**config.mk**
```make
export PLATFORM = sky130hd
export DESIGN_NAME = wb_bus_arbiter
export DESIGN_NICKNAME = d
export VERILOG_FILES = /design/src/rtl/wb_bus_arbiter.sv
export SDC_FILE = /design/constraint.sdc
export NUM_CORES = 1
export LEC_CHECK = 0
export BUFFER_PORTS_ARGS = -buffer_cell sky130_fd_sc_hd__buf_2
export CORE_UTILIZATION = 39
export DETAILED_ROUTE_END_ITERATION = 8
export PLACE_DENSITY_LB_ADDON = 0.15
export SYNTH_ARGS = -nofsm -noshare
export SYNTH_HDL_FRONTEND = slang
export SYNTH_SLANG_ARGS = --single-unit
```
**constraint.sdc**
```tcl
create_clock -name clk -period 1.5 [get_ports clk]
set_input_delay 0.15 -clock clk [delete_from_list [all_inputs] [get_ports clk]]
set_output_delay 0.15 -clock clk [all_outputs]
set_load 0.02 [all_outputs]
```
**src/rtl/wb_bus_arbiter.sv**
```systemverilog
// Round-robin Wishbone bus arbiter. The grant is held for a whole CYC burst, and a watchdog
// raises a one-cycle error when a strobed transfer stalls for too long.
module wb_bus_arbiter #(
  parameter int NUMM    = 2,
  parameter int TIMEOUT = 1024
) (
  input  logic                                 clk,
  input  logic                                 rst,
  input  logic [NUMM-1:0]                      cyc_i,
  input  logic [NUMM-1:0]                      stb_i,
  input  logic                                 ack_i,
  input  logic                                 err_i,
  output logic [NUMM-1:0]                      gnt_o,
  output logic [((NUMM > 1) ? $clog2(NUMM) : 1)-1:0] gnt_idx_o,
  output logic                                 busy_o,
  output logic                                 timeout_o
);

  localparam int IW = (NUMM > 1) ? $clog2(NUMM) : 1;
  localparam int CW = (TIMEOUT > 0) ? $clog2(TIMEOUT + 1) : 1;
  localparam logic [CW-1:0] TLAST = CW'((TIMEOUT > 0) ? TIMEOUT - 1 : 0);

  typedef enum logic {IDLE, OWN} state_e;

  state_e          state_q, state_d;
  logic [IW-1:0]   own_q, own_d;
  logic [IW-1:0]   last_q, last_d;
  logic [NUMM-1:0] gnt_q, gnt_d;
  logic [CW-1:0]   cnt_q, cnt_d;
  logic [IW:0]     pk;
  logic            stall, wd_hit, grant_chg;

  // Round-robin scan starting just after `start`; MSB of the result flags a winner.
  function automatic logic [IW:0] pick(input logic [NUMM-1:0] req, input logic [IW-1:0] start);
    logic          found;
    logic [IW-1:0] w;
    int            idx;
    found = 1'b0;
    w     = '0;
    for (int j = 1; j <= NUMM; j++) begin
      idx = (int'(start) + j) % NUMM;
      if (!found && req[idx]) begin
        found = 1'b1;
        w     = IW'(idx);
      end
    end
    return {found, w};
  endfunction

  assign stall  = (state_q == OWN) && stb_i[own_q] && !ack_i && !err_i;
  assign wd_hit = (TIMEOUT > 0) && stall && (cnt_q == TLAST);

  always_ff @(posedge clk or posedge rst) begin
    if (rst) begin
      state_q <= IDLE;
      own_q   <= '0;
      last_q  <= IW'(NUMM - 1);
      gnt_q   <= '0;
      cnt_q   <= '0;
    end else begin
      state_q <= state_d;
      own_q   <= own_d;
      last_q  <= last_d;
      gnt_q   <= gnt_d;
      cnt_q   <= cnt_d;
    end
  end

  always_comb begin
    state_d = state_q;
    own_d   = own_q;
    last_d  = last_q;
    pk      = '0;
    case (state_q)
      IDLE: begin
        pk = pick(cyc_i, last_q);
        if (pk[IW]) begin
          state_d = OWN;
          own_d   = pk[IW-1:0];
          last_d  = pk[IW-1:0];
        end
      end
      default: begin
        // The owner that just released is excluded so another requester gets a turn.
        if (!cyc_i[own_q]) begin
          pk = pick(cyc_i & ~(NUMM'(1) << own_q), own_q);
          if (pk[IW]) begin
            own_d  = pk[IW-1:0];
            last_d = pk[IW-1:0];
          end else begin
            state_d = IDLE;
          end
        end
      end
    endcase

    gnt_d     = (state_d == OWN) ? (NUMM'(1) << own_d) : '0;
    grant_chg = (state_d != OWN) || (own_d != own_q);

    cnt_d = cnt_q;
    if ((TIMEOUT == 0) || !stall || grant_chg || wd_hit) begin
      cnt_d = '0;
    end else if (cnt_q != '1) begin
      cnt_d = cnt_q + 1'b1;
    end
  end

  always_comb begin
    gnt_o     = gnt_q;
    busy_o    = |gnt_q;
    gnt_idx_o = (state_q == OWN) ? own_q : '0;
    timeout_o = wd_hit;
  end

endmodule

```
==> impl_metrics.py <==
metrics = {
    "status": {
        "outcome": "complete, but fails checks",
        "violations": "negative setup slack",
    },
    "final_layout": {
        "fillCellCount": 197,
        "layout.area.seq_um2": 402,
        "nets": 117,
        "multi_input_area_um2": 450,
        "areaGrowthSynthToFinish_pct": 25.3,
        "fin_util_pct": 53.3,
        "drive_above_1_share_pct": 42.1,
        "diodes": 0,
    },
    "sta": {
        "max_freq_mhz": 647,
        "skew_ns": 0.00454,
        "fin_ws_ns": -0.0448,
        "period_share_pct": 103,
        "tightest_slew_ns": 0.614,
        "maxSlewHeadroom_pct": 59.0,
        "tns_ns": -0.0448,
        "hold_viol": 0,
        "slew_violations": 0,
        "period_minus_slack_ns": 1.54,
        "finalSetupViolCount": 1,
        "rsz0062_at_grt": "yes",
    },
    "detailed_routing": {
        "routed_wl_um": 1700,
        "ant_nets": 0,
        "dr.pass1.iters": 5,
        "viasPerCell": 5.34,
        "drtIter0Drc": 7,
        "post_drt_wl_per_cell_um": 12.7,
        "drc_errors": 0,
        "via_count": 715,
    },
    "setup_path": {
        "path_delay_family": "simple AND/OR/NAND/NOR gates",
        "critical_path_required_ns": 1.35,
        "crit_chain": "ha_1 > and4_4 > nand3_4 > nor3_2 > buf_4",
        "start_kind": "register",
        "worstSetupPathType": "reg2out",
        "critPathSlowestCell": "dfrtp_1",
        "crit_path_end_kind": "output pin",
        "cp_num_buf_inv": 1,
        "critPathArrivalTime_ns": 1.39,
        "crit_fanout": 2,
        "slowest_delay_ns": 0.36,
    },
    "placed_design": {
        "io_buffers": 12,
        "place_hpwl_um": 1230,
        "place_ws_ns": 0.0560,
        "routabilityCongestion": 0.726,
    },
    "logic_synthesis": {
        "ys_async_sr_fraction_pct": 100,
        "postSynthCellCount": 82,
        "synth_area_um2": 860,
        "yosys-top-cells-area": "dfrtp_1, nand3_4, dfstp_2",
        "avgSynthCellArea_um2": 10.5,
        "ys_top_cells_by_count": "dfrtp_1, nand2_1, nor2_1",
        "ys_warn_count": 0,
        "yosysTopAreaCell": "dfrtp_1",
        "synth.distinct_cells": 34,
        "syn-num-nets": 91,
        "synth_edf_count": 0,
        "synth.most_common_cell": "dfrtp_1",
        "netlist.area_leader.share_pct": 43.7,
        "ys_seq_area_share_pct": 46.7,
        "ys.flop_type": "dfrtp_1",
        "synth_seq_cells": 16,
    },
    "floorplan": {
        "initial_core_util_pct": 42.5,
        "die_width_um": 48.9,
        "dieArea_um2": 2400,
        "core_area_um2": 2020,
        "die_h_um": 48.9,
        "row_count": 16,
        "ios": 13,
    },
    "clock_network": {
        "cts_root_buf": "clkbuf_4",
        "cts_tree": "done",
        "cts_max_level": 1,
        "clk_pin_slew_ns": 0.10,
        "clockBufferDepth": 2,
        "cts_inserted_buffers": 3,
        "clk_latency_ns": 0.28,
        "cts.sinks": 16,
    },
    "worst_hold_path": {
        "hp-class": "in2reg",
    },
    "global_routing": {
        "grt_pass1_vias": 736,
        "overflow": 0,
        "grt_antenna_before_repair": 0,
        "grt_max_degree": 17,
        "track_usage_pct": 17.9,
        "grt_pass1_wl_um": 3240,
    },
    "power_and_ir_drop": {
        "ir_drop_uv": 490,
        "power_density_nw_per_um2": 799,
        "leakage_nw": 0.449,
    },
    "flow_run": {
        "maxCapViolations": 0,
    },
}
==> power by group <==
part	internal, mW	switching (mW)
Clock	0.148	0.134
Sequential	0.452	0.0112
Combinational	0.0525	0.0628
Total	0.652	0.208
==> per-stage QoR <==
step                      total power, mW  area (µm²)  instances  hold slack, ns
after global placement              0.579         992        126           0.260
after floorplan                     0.542         865         82          0.0630
after CTS                           0.872        1070        134           0.122
after global routing                0.909        1080        134           0.117
after detailed placement            0.581         992        126           0.256
final                               0.860        1080        134           0.130
==> layout make-up <==
cell class | instances | area share [%]
well taps | 27 | 3.14
flip-flops and latches | 16 | 37.3
clock buffers | 4 | 3.37
inverters | 4 | 1.39
multi-input cells | 61 | 41.8
repair buffers | 22 | 13.0
==> layer usage <==
layer  vias up  wire, µm  track usage, %
met1       359       726            21.6
met4         0        13            7.35
met3         2        31            2.80
li1        348         -               -
met5         -         0               0
met2         6       925            31.5
==> flip-flops by register name, indices dropped and copies added, names as in the netlist <==
register / flops
cnt_q: 11
gnt_o: 2
own_q: 1
state_q: 1
last_q: 1
==> timing repair <==
| item | in CTS | in global routing |
|---|---|---|
| pin swaps | 1 | 2 |
| hold buffers | 1 | 0 |
| endpoints found under the hold margin | 15 | 0 |
| resized for setup | 4 | 3 |
| setup buffers | 3 | 0 |
| cloned | 0 | 0 |
| setup endpoints to repair | 1 | 5 |
==> worst paths after layout <==
check,end,startpoint,slack (ns),cells after the start
min in group asynchronous,cnt_q[0],rst,0.49,3
hold / removal,state_q,cyc_i[1],0.13,2
max in group asynchronous,cnt_q[4],rst,0.61,3
hold reg to reg,cnt_q[0],cnt_q[0],0.58,2
setup / recovery,timeout_o,cnt_q[0],-0.04,5
setup reg to reg,cnt_q[3],cnt_q[0],0,6
==> cell usage in the layout, fill, tap and decap left out, types with 2 or more instances in the layout <==
cell type	instances
dfrtp_1	15
buf_2	11
buf_4	10
nand2_1	7
nor2_1	5
inv_1	4
nand3_1	4
a21oi_1	3
o21ai_0	3
nand4_1	3
or2_2	3
clkbuf_4	3
mux2_2	2
nand3_4	2
nor3_1	2
and2_2	2
a31oi_1	2
a211oi_2	2
a21oi_2	2
o21a_1	2
xor2_1	2
==> logic make-up (layout without fill, tap and decap cells) <==
family                     Yosys count  count (layout)  share of synthesized area, %
AOI/OAI and AO/OA                   20              20                          17.2
xor gates and xnor gates             2               2                          2.04
adders and majority gates            1               1                          1.46
buffers and inverters                5              30                          3.06
DFF                                 16              16                          46.7
muxes                                3               3                          3.78
and+or+nand+nor                     35              35                          25.8
Power figures use the tool's default switching activity.
